===== config.mk =====
export PLATFORM = sky130hd
export DESIGN_NAME = uart_rx_byte
export DESIGN_NICKNAME = d
export VERILOG_FILES = /design/src/rtl/uart_rx_byte.sv
export SDC_FILE = /design/constraint.sdc
export NUM_CORES = 1
export LEC_CHECK = 0
export CAP_MARGIN = 5
export CORE_MARGIN = 2
export CORE_UTILIZATION = 50
export DETAILED_ROUTE_END_ITERATION = 10
export PLACE_DENSITY = 0.7
export RECOVER_POWER = 100
export SLEW_MARGIN = 10
export SYNTH_ARGS = -nofsm -noshare
export SYNTH_HDL_FRONTEND = slang
export SYNTH_SLANG_ARGS = --single-unit

===== constraint.sdc =====
create_clock -name clk -period 3.4 [get_ports clk]
set_clock_uncertainty 0.1 [all_clocks]
set_input_delay 0.68 -clock clk [delete_from_list [all_inputs] [get_ports clk]]
set_output_delay 0.68 -clock clk [all_outputs]
set_load 0.01 [all_outputs]

===== src/rtl/uart_rx_byte.sv =====
// ----------------------------------------------------------------------------
// uart_rx_byte
//   Oversampling 8N1 UART receiver running directly on the system clock.
//   The asynchronous rx pin passes through a two-flop synchroniser. The
//   start bit is re-checked at its midpoint, and each data/stop bit is
//   sampled one bit time after the previous sample point. A completed byte
//   is parked in a one-entry holding register behind a valid/ready
//   handshake. This block feeds the instruction-assembly stage.
//
// Parameters
//   CLKS_PER_BIT : system clocks per serial bit (>= 4)
//
// Ports
//   clk       in   system clock, all state on rising edge
//   rst_n     in   asynchronous active-low reset
//   rx        in   serial line, idle high, asynchronous to clk
//   rx_data   out  received byte, stable while rx_valid is high
//   rx_valid  out  holding register full
//   rx_ready  in   consumer takes the byte when rx_valid && rx_ready
//   frame_err out  one-cycle pulse: stop bit sampled low
//   overrun   out  one-cycle pulse: finished byte dropped, holding reg full
//   busy      out  receiver FSM is outside IDLE
// ----------------------------------------------------------------------------
module uart_rx_byte #(
    parameter int CLKS_PER_BIT = 1086
) (
    input  logic       clk,
    input  logic       rst_n,
    input  logic       rx,
    output logic [7:0] rx_data,
    output logic       rx_valid,
    input  logic       rx_ready,
    output logic       frame_err,
    output logic       overrun,
    output logic       busy
);

    localparam int CW = $clog2(CLKS_PER_BIT);
    localparam logic [CW-1:0] CNT_LAST = CW'(CLKS_PER_BIT - 1);
    localparam logic [CW-1:0] CNT_HALF = CW'(CLKS_PER_BIT / 2 - 1);
    localparam logic [CW-1:0] CNT_ZERO = CW'(0);
    localparam logic [CW-1:0] CNT_ONE  = CW'(1);

    typedef enum logic [2:0] {
        S_IDLE  = 3'd0,
        S_START = 3'd1,
        S_DATA  = 3'd2,
        S_STOP  = 3'd3,
        S_WAIT  = 3'd4
    } state_t;

    logic          r_rx_meta;
    logic          r_rx_sync;
    logic          w_rx_s;

    state_t        r_state;
    state_t        w_state_nxt;
    logic [CW-1:0] r_cnt;
    logic [CW-1:0] w_cnt_nxt;
    logic [2:0]    r_bit_idx;
    logic [2:0]    w_bit_idx_nxt;
    logic [7:0]    r_sr;
    logic [7:0]    w_sr_nxt;
    logic          w_deliver;
    logic          w_stop_bad;
    logic          w_accept;

    assign w_rx_s   = r_rx_sync;
    assign w_accept = rx_valid && rx_ready;

    // Two-flop synchroniser for the asynchronous rx pin; resets to line-idle.
    always_ff @(posedge clk or negedge rst_n) begin
        if (!rst_n) begin
            r_rx_meta <= 1'b1;
            r_rx_sync <= 1'b1;
        end else begin
            r_rx_meta <= rx;
            r_rx_sync <= r_rx_meta;
        end
    end

    // FSM state plus bit counter, bit index and shift register.
    always_ff @(posedge clk or negedge rst_n) begin
        if (!rst_n) begin
            r_state   <= S_IDLE;
            r_cnt     <= CNT_ZERO;
            r_bit_idx <= 3'd0;
            r_sr      <= 8'h00;
        end else begin
            r_state   <= w_state_nxt;
            r_cnt     <= w_cnt_nxt;
            r_bit_idx <= w_bit_idx_nxt;
            r_sr      <= w_sr_nxt;
        end
    end

    // Next-state logic and the per-bit sampling decisions.
    always_comb begin
        w_state_nxt   = r_state;
        w_cnt_nxt     = r_cnt;
        w_bit_idx_nxt = r_bit_idx;
        w_sr_nxt      = r_sr;
        w_deliver     = 1'b0;
        w_stop_bad    = 1'b0;

        case (r_state)
            S_IDLE: begin
                w_cnt_nxt = CNT_ZERO;
                if (!w_rx_s) begin
                    w_state_nxt = S_START;
                end else begin
                    w_state_nxt = S_IDLE;
                end
            end

            // Re-check the line mid start bit; a high level means a glitch.
            S_START: begin
                if (r_cnt == CNT_HALF) begin
                    w_cnt_nxt = CNT_ZERO;
                    if (w_rx_s) begin
                        w_state_nxt = S_IDLE;
                    end else begin
                        w_state_nxt   = S_DATA;
                        w_bit_idx_nxt = 3'd0;
                    end
                end else begin
                    w_cnt_nxt = r_cnt + CNT_ONE;
                end
            end

            // LSB arrives first, so shift in from the top.
            S_DATA: begin
                if (r_cnt == CNT_LAST) begin
                    w_cnt_nxt     = CNT_ZERO;
                    w_sr_nxt      = {w_rx_s, r_sr[7:1]};
                    w_bit_idx_nxt = r_bit_idx + 3'd1;
                    if (r_bit_idx == 3'd7) begin
                        w_state_nxt = S_STOP;
                    end else begin
                        w_state_nxt = S_DATA;
                    end
                end else begin
                    w_cnt_nxt = r_cnt + CNT_ONE;
                end
            end

            // Leave mid stop bit so a back-to-back start edge is not missed.
            S_STOP: begin
                if (r_cnt == CNT_LAST) begin
                    w_cnt_nxt = CNT_ZERO;
                    if (w_rx_s) begin
                        w_deliver   = 1'b1;
                        w_state_nxt = S_IDLE;
                    end else begin
                        w_stop_bad  = 1'b1;
                        w_state_nxt = S_WAIT;
                    end
                end else begin
                    w_cnt_nxt = r_cnt + CNT_ONE;
                end
            end

            // A break or stuck-low line must go high before a new frame.
            S_WAIT: begin
                if (w_rx_s) begin
                    w_state_nxt = S_IDLE;
                end else begin
                    w_state_nxt = S_WAIT;
                end
            end

            default: begin
                w_state_nxt = S_IDLE;
                w_cnt_nxt   = CNT_ZERO;
            end
        endcase
    end

    // Holding register, handshake, and single-cycle status pulses.
    always_ff @(posedge clk or negedge rst_n) begin
        if (!rst_n) begin
            rx_data   <= 8'h00;
            rx_valid  <= 1'b0;
            frame_err <= 1'b0;
            overrun   <= 1'b0;
            busy      <= 1'b0;
        end else begin
            frame_err <= w_stop_bad;
            overrun   <= 1'b0;
            busy      <= (w_state_nxt != S_IDLE);
            if (w_deliver) begin
                // A same-cycle consume frees the slot, so the new byte loads.
                if (!rx_valid || rx_ready) begin
                    rx_data  <= r_sr;
                    rx_valid <= 1'b1;
                end else begin
                    overrun  <= 1'b1;
                end
            end else if (w_accept) begin
                rx_valid <= 1'b0;
            end else begin
                rx_valid <= rx_valid;
            end
        end
    end

endmodule


==> metrics.cfg, run 1 <==
[sta]
final.period_utilization_pct = 70.9
worst_slew_pin_tran_ns = 2.04
final.min_clock_period_ns = 2.41
setup_tns_ns = 0
final-setup-viol-count = 0
fmax_mhz = 415
hold_violations = 0
setup_slack_ns = 0.988
grt_setup_unrepaired = no
timing.final.max_slew_violations = 40
tightest_hold_margin_ns = 0.258
timing.max_slew.rel_slack_pct = -35.8

[placement]
postPlaceCellArea_sq_mm = 0.00206
portBuffers = 15
place.detailed.hpwl_mm = 2.45
routabilityCongestion = 0.822
dp_slack_ns = 0.948

[synth]
yosys.cell_types.count = 41
syn_nets = 179
synth_cells = 170
synth_area_per_cell_sq_um = 11.0
synth.area.top_cells = dfrtp_1 49%, mux2_2 10%, nand2_1 4.0%
synth.ff_latch_count = 39
ys_seq_area_share_pct = 52.1
synth-warning-count = 0
synth_largest_area_cell = dfrtp_1
netlist_area_sq_mm = 0.00188
synth_largest_type_area_fraction_pct = 49.3

[floorplan]
dieHeight_microns = 65.3
initial_utilization_pct = 51.7
die_area_sq_mm = 0.00426
fp-row-count = 22
core_sq_mm = 0.00363
design.portCount = 16
floorplan.die.width_microns = 65.3

[detailed_routing]
totalWireLength_mm = 3.49
drc_errors = 0
route.antenna.remaining_nets = 0
drtPass1Iterations = 4
avgRoutedWirePerCell_microns = 14.8
vias = 1370
drt_iter0_drc = 96
viasPerCell = 5.81

[global_route]
total_grt_overflow = 0
largest_net_degree_at_the_start_of_global_routing = 40
grt_pass1_vias = 1344
overall_track_demand_over_capacity_in_global_routing_pct = 19.2
first_pass_grt_wire_length_mm = 6.24
number_of_antenna_violations_at_the_first_check_in_global_routing = 0

[min_path]
hold_path_end = r_rx_sync$_DFF_PN1_
hold_removal_path_class = register to register
hp-start = r_rx_meta$_DFF_PN1_
min_delay_path_depth = 0

[finish]
drive_above_1_share_pct = 17.0
area_delta_synth_final_pct = 13.1
final.fill_count = 299
final_design_area_no_fill_sq_mm = 0.00212
antennaDiodeCount = 0
final_nets = 196

[worst_setup_path]
reg2reg_to = rx_data[4]$_DFFE_PN0P_
critPathSlowestCell = nor2b_1
critical_path_required_ns = 3.47
critical_path.max_fanout = 8
critical-path-max-stage-delay_ns = 0.59
critical_path_cell_sequence = inv_1 -> ha_1 -> and4b_1 -> nand4_1 -> nor2b_1 -> mux2_2
timing.critical_path.arrival_ns = 2.49
critical_path.endpoint_type = register
worstRegToRegCells = 6
crit_family = simple AND/OR/NAND/NOR gates
worstReg2RegStart = r_cnt[1]$_DFFE_PN0P_
type_of_origin_of_the_critical_path = register
worstPathBufferInverterCount = 1
r2r_slack_ns = 0.99
timing.setup.critical_path_class = register to register

[clock_tree]
cts-htree-levels = 2
post_cts.repair.setup_buffers = 0
cts_inserted_buffers = 5
clock_tree.buffer_depth = 2
cts-resized-gates = 0
clk-insertion-delay-late_ns = 0.29
clkSinkCount = 39
cts_tree = done
clk_pin_slew_ns = 0.07
holdBufCountCts = 0
cts-root-buf = clkbuf_8

[power_and_ir_drop]
peak_ir_drop_on_the_vdd_network_v = 0.000255
power.share.switching_pct = 21.5
power.combinational.fraction_pct = 1.4
static_leakage_uw = 0.00102
ratio_of_total_power_to_cell_area_mw_per_mm2 = 365
power_report.internal_total_uw = 608
share_clk_of_total_power_pct = 38.2
power_switching_uw = 166
share_of_power_burned_in_registers_pct = 60.3

[outcome]
violations = capacitance limit, slew limit
outcome = complete, but fails checks

[flow_run]
drv_cap = 1

## sequential cells by signal, summed over array words and instances (netlist names)
register   count
busy           1
r_cnt         11
rx_data        8
r_rx_sync      1
frame_err      1
overrun        1
r_sr           8
r_bit_idx      3
r_state        3
r_rx_meta      1
rx_valid       1
## cell families (layout without fill, tap and decap cells)
kind of cell / after synthesis / after routing / synth area share [%]
multiplexers: 19 / 19 / 11.3
flip-flops: 39 / 39 / 52.1
adder cells (fa/ha/maj): 5 / 5 / 3.33
buffers and inverters: 11 / 29 / 2.80
AND/OR/NAND/NOR: 67 / 67 / 19.7
AO/OA/AOI/OAI: 29 / 29 / 10.8
## cells in the mapped netlist
cell type,instances
and4b_1,2
o21ai_0,5
nand2_2,1
nand2_1,20
and4bb_2,1
nand2b_1,2
nor4_1,1
o211ai_1,2
mux2_2,17
nand4_1,3
dfrtp_1,37
a21boi_0,1
clkbuf_1,3
a22o_1,2
a41oi_1,1
a31oi_2,2
mux2i_1,2
nor2b_1,4
a31oi_1,2
a21oi_1,4
o22ai_1,6
inv_1,5
o221ai_1,2
or3_1,1
nor3_4,1
and4_1,2
dfstp_2,2
nand3_1,6
ha_1,5
and3_1,3
buf_4,3
nor3b_1,1
and2_1,1
nor4b_1,1
nor3_2,1
o21a_1,1
or3b_2,1
nor3_1,3
nor2_2,1
nor2_1,11
o31a_1,1
## power by group through the flow
stage          Clock, uW  Combinational (uW)  Sequential (uW)
2_1_floorplan          0               0.489              476
3_3_place_gp           0                12.0              476
3_5_place_dp           0                12.4              476
4_1_cts              305                12.4              467
5_1_grt              330                13.4              467
6_report             296                11.2              467
## metal layers
layer / global-route usage (%) / vias to the layer above / wire length [microns]
met3: 4.11 / 8 / 123
met2: 31.3 / 27 / 1740
met4: 7.03 / 0 / 54
met1: 25.4 / 679 / 1580
met5: 0 / - / 0
li1: - / 656 / -
## placed cells by master, fill, tap and decap left out, types with 2 or more instances in the layout
cell and count:
and4_1 2, o221ai_1 2, nand2_1 21, a21oi_1 4, a31oi_1 3, nand3_1 6
and4b_1 2, nand2b_1 2, nand4_1 3, ha_1 5, dfstp_2 2, nor2b_1 4
clkbuf_8 5, dfrtp_1 37, o211ai_1 2, nor3_1 4, inv_1 5, mux2_2 17
o22ai_1 6, a22o_1 2, clkinv_2 3, and3_1 3, o21ai_0 5, nor2_1 12
dlygate4sd3_1 13, mux2i_1 2
## per-stage QoR
| step | utilization (%) | power, uW | std cells |
|---|---|---|---|
| after floorplan | - | 476 | 170 |
| after global placement | 56.6 | 488 | 228 |
| after detailed placement | 56.6 | 489 | 228 |
| after CTS | 58.9 | 784 | 236 |
| after global routing | 58.4 | 810 | 236 |
| final | 58.4 | 775 | 236 |
## final cells by class
cell class	count	area, sq um	area share (%)
flip-flops and latches	39	978	46.1
clock buffers	5	68.8	3.24
multi-input cells	120	830	39.1
repair buffers	16	151	7.13
well taps	48	60.1	2.83
inverters	5	18.8	0.884
clock inverters	3	15.0	0.708
## worst max-delay path by stage
stage                    startpoint                     end  slack [ns]  cells after the start
2_1_floorplan  r_cnt[1]$_DFFE_PN0P_  rx_data[0]$_DFFE_PN0P_        1.45                      8
3_3_place_gp               rx_ready  rx_data[6]$_DFFE_PN0P_        1.02                      4
3_5_place_dp               rx_ready  rx_data[4]$_DFFE_PN0P_        0.95                      4
6_report       r_cnt[1]$_DFFE_PN0P_  rx_data[4]$_DFFE_PN0P_        0.99                      6
4_1_cts        r_cnt[1]$_DFFE_PN0P_  rx_data[4]$_DFFE_PN0P_        0.98                      6
5_1_grt                       rst_n    r_cnt[5]$_DFFE_PN0P_        0.71                      1
(Power assumes the default switching activity.)
==> run 2: changes to the inputs <==
==> constraint.sdc (replaced) <==
create_clock -name clk -period 2.4 [get_ports clk]
set_clock_uncertainty 0.1 [all_clocks]
set_input_delay 0.48 -clock clk [delete_from_list [all_inputs] [get_ports clk]]
set_output_delay 0.48 -clock clk [all_outputs]
set_load 0.01 [all_outputs]
==> metrics.cfg, run 2 (synthesis gave the netlist of run 1 again) <==
[outcome]
outcome = finished, final reports clean

[detailed_routing]
drtPass1Iterations = 4
vias = 1337
totalWireLength_mm = 3.43
viasPerCell = 5.62
drc_errors = 0
avgRoutedWirePerCell_microns = 14.4
drt_iter0_drc = 53
route.antenna.remaining_nets = 0

[floorplan]
fp-row-count = 22
dieHeight_microns = 65.3
design.portCount = 16
die_area_sq_mm = 0.00426
core_sq_mm = 0.00363
floorplan.die.width_microns = 65.3
initial_utilization_pct = 51.7

[clock_tree]
cts-root-buf = clkbuf_8
holdBufCountCts = 0
cts_tree = done
clkSinkCount = 39
clk_pin_slew_ns = 0.07
cts-resized-gates = 0
post_cts.repair.setup_buffers = 0
cts_inserted_buffers = 5
clock_tree.buffer_depth = 2
clk-insertion-delay-late_ns = 0.29
cts-htree-levels = 2

[min_path]
hold_removal_path_class = input pin to asynchronous set/reset pin

[sta]
hold_violations = 0
timing.final.max_slew_violations = 0
setup_tns_ns = 0
final-setup-viol-count = 0
worst_slew_pin_tran_ns = 0.932
tightest_hold_margin_ns = 0.219
fmax_mhz = 479
grt_setup_unrepaired = no
final.period_utilization_pct = 87.0
setup_slack_ns = 0.312
final.min_clock_period_ns = 2.09
timing.max_slew.rel_slack_pct = 37.9

[global_route]
total_grt_overflow = 0
grt_pass1_vias = 1311
number_of_antenna_violations_at_the_first_check_in_global_routing = 0
largest_net_degree_at_the_start_of_global_routing = 40
first_pass_grt_wire_length_mm = 6.09
overall_track_demand_over_capacity_in_global_routing_pct = 19.0

[finish]
final.fill_count = 307
final_design_area_no_fill_sq_mm = 0.00215
final_nets = 198
largest_register_ffs = 11
largest_registers = r_cnt (11), r_sr (8), rx_data (8)
antennaDiodeCount = 0
most_used_cells_in_the_layout_excluding_fill_and_tap_cells = 37 x dfrtp_1, 21 x nand2_1, 17 x mux2_2, 13 x dlygate4sd3_1, 12 x nor2_1
drive_above_1_share_pct = 18.9
area_delta_synth_final_pct = 14.6
final-instance-count-excl-fill = 238
layout.cells.most_common = dfrtp_1
regMostFlops = r_cnt

[worst_setup_path]
timing.setup.critical_path_class = register to register
timing.critical_path.arrival_ns = 2.17
critical_path_required_ns = 2.48
critical_path.endpoint_type = register
type_of_origin_of_the_critical_path = register
critical_path.max_fanout = 7
r2r_slack_ns = 0.31

[placement]
place_inst = 230
postPlaceCellArea_sq_mm = 0.00207
portBuffers = 15
place.detailed.hpwl_mm = 2.48
dp_slack_ns = 0.342
routabilityCongestion = 0.787

[power_and_ir_drop]
peak_ir_drop_on_the_vdd_network_v = 0.000361
static_leakage_uw = 0.00102
ratio_of_total_power_to_cell_area_mw_per_mm2 = 513

[flow_run]
drv_cap = 0

run 2: path summary, 6_finish.rpt:
check | end | startpoint | cells past startpoint
worst max-delay path | r_sr[5]$_DFFE_PN0P_ | r_cnt[1]$_DFFE_PN0P_ | 6
worst min-delay path | r_cnt[4]$_DFFE_PN0P_ | rst_n | 1
worst max register to register | r_sr[5]$_DFFE_PN0P_ | r_cnt[1]$_DFFE_PN0P_ | 6
worst min register to register | r_rx_sync$_DFF_PN1_ | r_rx_meta$_DFF_PN1_ | 0
max in group asynchronous | busy$_DFF_PN0_ | rst_n | 1
min in group clk | r_rx_sync$_DFF_PN1_ | r_rx_meta$_DFF_PN1_ | 0
run 2: final cells by class:
| cell class | instances | area [sq um] | share of cell area [%] |
|---|---|---|---|
| clock buffer | 6 | 72.6 | 3.37 |
| clock inverter | 2 | 12.5 | 0.582 |
| inverter | 5 | 18.8 | 0.873 |
| multi-input combinational | 120 | 841 | 39.1 |
| sequential | 39 | 978 | 45.5 |
| tap | 48 | 60.1 | 2.79 |
| timing repair buffer | 18 | 168 | 7.80 |
run 2: worst max-delay path, cell delays in order, from the launching register on:
cell     delay, ns
dfrtp_1       0.46
inv_1         0.10
ha_1          0.13
and4b_1       0.31
nand3_1       0.17
nor3_2        0.32
mux2_2        0.37
run 2: power breakdown:
| part | internal [uW] | switching (uW) |
|---|---|---|
| sequential | 660 | 2.09 |
| clock | 203 | 223 |
| combinational | 3.56 | 12.3 |
| total | 866 | 238 |
run 2: layer usage:
metal | track usage (%) | vias up | part of all wire [%] | wire, microns
met4 | 7.03 | 0 | 0.96 | 33
li1 | - | 651 | - | -
met5 | 0 | - | 0 | 0
met1 | 23.9 | 660 | 45 | 1530
met3 | 5.82 | 4 | 3.8 | 131
met2 | 30.9 | 22 | 51 | 1740
run 2: metrics by stage:
step	utilization, %	power [uW]
detailed placement	57.0	692
finish	59.2	1100
CTS	59.3	1120
floorplan	-	675
global route	59.2	1150
global placement	57.0	692
